File: src/rtl/nor_vector_gen_if.sv
// nor_vector_gen_if: vector, response, control and result-bank signals of the NOR stimulus stage
interface nor_vector_gen_if;
  logic       start;
  logic       a, b, c, d;
  logic       e, f, g;
  logic       busy, done;
  logic [3:0] rd_addr;
  logic [2:0] rd_data;
  logic [7:0] sig;
  modport master (input start, e, f, g, rd_addr, output a, b, c, d, busy, done, rd_data, sig);
  modport slave (output start, e, f, g, rd_addr, input a, b, c, d, busy, done, rd_data, sig);
endinterface

File: src/rtl/nor_vector_gen.sv
// nor_vector_gen: sweeps all 16 input vectors, banks each {e,f,g} response and folds it into an 8-bit MISR
module nor_vector_gen #(
  parameter int DWELL  = 4,
  parameter int SETTLE = 2
) (
  input logic clk,
  input logic rst,
  nor_vector_gen_if.master bus
);
  typedef enum logic [1:0] {IDLE, APPLY, DONE} state_t;
  localparam logic [7:0] LAST = 8'(DWELL - 1);
  localparam logic [7:0] SMP  = 8'(SETTLE);
  state_t     state;
  logic [3:0] idx, vec;
  logic [7:0] cnt, sig, sig_nxt;
  logic [2:0] bank [16];
  logic [2:0] resp;
  logic       busy, done;
  assign resp = {bus.e, bus.f, bus.g};
  always_comb sig_nxt = {sig[6:0], 1'b0} ^ (sig[7] ? 8'h1D : 8'h00) ^ {5'b0, resp};
  always_ff @(posedge clk or posedge rst) begin
    if (rst) begin
      state <= IDLE;
      idx   <= '0;
      vec   <= '0;
      cnt   <= '0;
      sig   <= '0;
      busy  <= 1'b0;
      done  <= 1'b0;
      for (int i = 0; i < 16; i++) bank[i] <= '0;
    end else if (state == IDLE) begin
      if (bus.start) begin
        state <= APPLY;
        idx   <= '0;
        vec   <= '0;
        cnt   <= '0;
        sig   <= '0;
        busy  <= 1'b1;
      end
    end else if (state == APPLY) begin
      // exactly one sample per vector, taken once the response has settled
      if (cnt == SMP) begin
        bank[idx] <= resp;
        sig       <= sig_nxt;
      end
      if (cnt == LAST) begin
        cnt <= '0;
        if (idx == 4'd15) begin
          state <= DONE;
          vec   <= '0;
          busy  <= 1'b0;
          done  <= 1'b1;
        end else begin
          idx <= idx + 4'd1;
          vec <= idx + 4'd1;
        end
      end else begin
        cnt <= cnt + 8'd1;
      end
    end else begin
      state <= IDLE;
      done  <= 1'b0;
    end
  end
  assign {bus.a, bus.b, bus.c, bus.d} = vec;
  assign bus.busy    = busy;
  assign bus.done    = done;
  assign bus.sig     = sig;
  assign bus.rd_data = bank[bus.rd_addr];
endmodule

File: src/flat_wrapper.sv
// flat-port wrapper written by rule: the top's interface ports become plain ports
module nor_vector_gen_flat 
#(
  parameter int DWELL  = 4,
  parameter int SETTLE = 2
)
  (clk, rst, bus_start, bus_e, bus_f, bus_g, bus_rd_addr, bus_a, bus_b, bus_c, bus_d, bus_busy, bus_done, bus_rd_data, bus_sig);
  nor_vector_gen_if bus_i ();
  input logic clk;
  input logic rst;
  input wire logic [$bits(bus_i.start)-1:0] bus_start;
  input wire logic [$bits(bus_i.e)-1:0] bus_e;
  input wire logic [$bits(bus_i.f)-1:0] bus_f;
  input wire logic [$bits(bus_i.g)-1:0] bus_g;
  input wire logic [$bits(bus_i.rd_addr)-1:0] bus_rd_addr;
  output wire logic [$bits(bus_i.a)-1:0] bus_a;
  output wire logic [$bits(bus_i.b)-1:0] bus_b;
  output wire logic [$bits(bus_i.c)-1:0] bus_c;
  output wire logic [$bits(bus_i.d)-1:0] bus_d;
  output wire logic [$bits(bus_i.busy)-1:0] bus_busy;
  output wire logic [$bits(bus_i.done)-1:0] bus_done;
  output wire logic [$bits(bus_i.rd_data)-1:0] bus_rd_data;
  output wire logic [$bits(bus_i.sig)-1:0] bus_sig;
  assign bus_i.start = bus_start;
  assign bus_i.e = bus_e;
  assign bus_i.f = bus_f;
  assign bus_i.g = bus_g;
  assign bus_i.rd_addr = bus_rd_addr;
  assign bus_a = bus_i.a;
  assign bus_b = bus_i.b;
  assign bus_c = bus_i.c;
  assign bus_d = bus_i.d;
  assign bus_busy = bus_i.busy;
  assign bus_done = bus_i.done;
  assign bus_rd_data = bus_i.rd_data;
  assign bus_sig = bus_i.sig;
  nor_vector_gen #(.DWELL(DWELL), .SETTLE(SETTLE)) u_core (.clk(clk), .rst(rst), .bus(bus_i));
endmodule
File: config.mk
export PLATFORM = sky130hd
export DESIGN_NAME = nor_vector_gen_flat
export DESIGN_NICKNAME = d
export VERILOG_FILES = /design/src/rtl/nor_vector_gen_if.sv /design/src/rtl/nor_vector_gen.sv /design/src/flat_wrapper.sv
export SDC_FILE = /design/constraint.sdc
export NUM_CORES = 1
export LEC_CHECK = 0
export BUFFER_PORTS_ARGS = -buffer_cell sky130_fd_sc_hd__buf_4
export CORE_AREA = 5 5 86 88
export CTS_CLUSTER_DIAMETER = 40
export DETAILED_ROUTE_END_ITERATION = 12
export DIE_AREA = 0 0 91 93
export PLACE_DENSITY = 0.79
export RECOVER_POWER = 100
export REMOVE_ABC_BUFFERS = 1
export SYNTH_ARGS = -nofsm -noshare
export SYNTH_HDL_FRONTEND = slang
export SYNTH_SLANG_ARGS = --single-unit
File: constraint.sdc
create_clock -name clk -period 2.9 [get_ports clk]
set_input_delay 0.58 -clock clk [delete_from_list [all_inputs] [get_ports clk]]
set_output_delay 0.58 -clock clk [all_outputs]
set_load 0.03 [all_outputs]
==> flow_summary.ini <==
[sta]
setup_tns_ps = 0
hold_viol = 0
rsz0062_at_grt = no
slew_headroom_pct = 33.4
drv_slew = 0
skew_ps = 6.00
finalSetupViolCount = 0
worst_pin_slew_ps = 1000
finalCritPeriodShare_pct = 88.1
fmax_mhz = 391
fin_crit_ps = 2560

[clocking]
insertion_delay_ps = 350
postCtsSetupBuffers = 0
postCtsHoldBufs = 0
tritoncts = built
clk_pin_slew_worst_paths_ps = 80
cts_buffers = 9
cts_resized = 0
numClockSinks = 76
cts_root_buf = clkbuf_8
cts_htree_levels = 3
clk_path_buf_depth = 2

[detailed_routing]
drt-pass1-iter-count = 4
wl_per_cell_um = 18.3
routed_wl_um = 7600
wl_met1_um = 3310
routed-via-count = 2511
vias_per_cell = 6.04
met2WireLength_um = 3780
drcViolationCount = 0
routed-wl-met3_um = 388
highest_layer = met4
drtIter0Drc = 134
antenna_left = 0

[floorplanning]
num_rows = 30
die_area_um2 = 8460
initial_core_util_pct = 57.3
core_um2 = 6570
ios = 27
die_h_um = 93
die_w_um = 91

[setup_path]
worstReg2RegEnd = u_core.vec[3]
cp_data_required_time_ps = 2320
max_stage_delay_ps = 550
endpoint_kind = primary output
cp-start-kind = input port
r2r_slack_ps = 500
cp_max_fo = 12
crit_slowest_cell = mux4_2
critPathKind = in2out
r2r-start = u_core.state[0]
reg2reg_depth = 4
critPathArrivalTime_ps = 1980
crit_chain = clkbuf_2 -> mux4_2 -> a22oi_1 -> nand2_1 -> buf_4

[placed_design]
port_buffers = 26
dp_hpwl_um = 5370
dp.cells = 400
gp_congestion = 0.842
postPlaceCellArea_um2 = 4040

[hold_path]
hold_path_class = in2async

[synth]
synthDistinctLibCells = 42
ys.flop_type = dfrtp_1
yosysWarnings = 0
muxShareOfSynthArea_pct = 22.7
synth_compound_area_share_pct = 5.92
avgSynthCellArea_um2 = 12.5
synthCells = 300
yosys.area_share.adder_pct = 2.00
ys_ff_latch = 76
synth_top_family_by_area = multiplexers
ys_async_sr_fraction_pct = 100
seq_area_frac_synth_pct = 50.6
synth_xor_area_share_pct = 2.79
synth-simple-area-share_pct = 13.4
synth_edf_count = 0
syn_area_um2 = 3760

[global_routing]
grt_max_degree = 35
grt_pass1_wl_um = 13200
grt_pass1_vias = 2588
antenna_found_initial = 0
grt-ovfl-total = 0
globalRouteTotalUtil_pct = 19.7

[finish]
area_growth_pct = 8.55
n_antenna_cell = 0
drive_above_1_share_pct = 26.5
fillers = 526
final_cell_count_no_fill = 416
nets = 347
multi_input_area_um2 = 1710
regArea_um2 = 1900
final_area_um2 = 4080

[power_and_ir_drop]
report.power.total_w = 0.00227
cellPowerDensity_nw_per_um2 = 556
p_leak_nw = 1.77
vdd_drop_max_v = 0.000424

[status]
status = finished, final reports clean

[job]
drv_cap = 0
-- state kept, by name (all words and copies together) (netlist names) --
register         flops
u_core.bus.done      1
u_core.idx           4
u_core.vec           4
u_core.bus.sig       8
u_core.state         2
u_core.cnt           8
u_core.bus.busy      1
u_core.bank         48
-- routing by layer --
layer | vias to the layer above | global-route usage (%)
met1 | 1262 | 25.7
li1 | 1173 | -
met3 | 14 | 5.87
met5 | - | 0
met2 | 62 | 31.7
met4 | 0 | 6.11
-- layout make-up --
cell class | count | area share [%]
Clock buffer | 10 | 3.37
Clock inverter | 6 | 0.981
Sequential cell | 76 | 46.6
Timing Repair Buffer | 32 | 4.11
Inverter | 7 | 0.644
Multi-Input combinational cell | 205 | 41.9
Tap cell | 80 | 2.45
-- synth_stat cells (3+ instances only) --
| cell type | count | area [um^2] |
|---|---|---|
| a22oi_1 | 6 | 45.0 |
| a31oi_1 | 5 | 31.3 |
| and3_1 | 7 | 43.8 |
| clkbuf_1 | 9 | 33.8 |
| dfrtp_1 | 76 | 1900 |
| ha_1 | 6 | 75.1 |
| inv_1 | 7 | 26.3 |
| mux2_1 | 7 | 78.8 |
| mux2_2 | 44 | 495 |
| mux4_2 | 12 | 270 |
| nand2_1 | 22 | 82.6 |
| nand3_1 | 16 | 80.1 |
| nand3_2 | 6 | 60.1 |
| nand4_1 | 6 | 37.5 |
| nor2_1 | 17 | 63.8 |
| nor2b_1 | 4 | 25.0 |
| nor3_1 | 3 | 15.0 |
| o21ai_0 | 9 | 45.0 |
| xnor2_1 | 6 | 52.6 |
| xor2_1 | 6 | 52.6 |
-- through the flow --
stage	utilization [%]	hold WS, ps	setup WS, ps
2_1_floorplan	-	459	382
3_3_place_gp	61.6	482	526
3_5_place_dp	61.6	492	508
4_1_cts	64.3	283	508
5_1_grt	62.2	527	243
6_report	62.2	433	344
-- worst max-delay path by stage --
stage	start	to	slack (ps)	cells after the start
floorplan	rst	u_core.bank[0]	380	1
global placement	bus_rd_addr[0]	bus_rd_data[2]	530	5
detailed placement	bus_rd_addr[0]	bus_rd_data[0]	510	5
CTS	bus_rd_addr[0]	bus_rd_data[0]	510	5
global route	bus_rd_addr[0]	bus_rd_data[0]	240	5
finish	bus_rd_addr[0]	bus_rd_data[0]	340	5
-- worst max-delay path, delay by kind of cell --
family	cells	cell delay (ps)
compound gates	1	230
buf+inv	2	520
simple gates	1	80
mux	1	550
-- placed cells by master, fill, tap and decap left out, types with 7 or more instances in the layout --
cell type / n
nor2_1: 17
clkbuf_1: 18
o21ai_0: 10
mux2_2: 44
buf_4: 11
mux4_2: 12
clkbuf_8: 10
inv_1: 7
dfrtp_1: 76
nand3_1: 23
mux2_1: 7
and3_1: 7
nand2_1: 22
-- report_power, final --
part / switching (W) / internal (W) / leakage (nW) / total (W)
combinational: 0.000166 / 0.000132 / 0.788 / 0.000298
clock: 0.000391 / 0.000330 / 0.0803 / 0.000721
sequential: 0.000110 / 0.00114 / 0.903 / 0.00125
-- cell families (layout without fill, tap and decap cells) --
group           after synthesis  after routing
compound gates               32             32
mux                          64             64
flops                        76             76
xor+xnor                     12             12
buf+inv                      19             55
fa+ha+maj                     6              6
simple gates                 91             91
(Power assumes the default switching activity.)
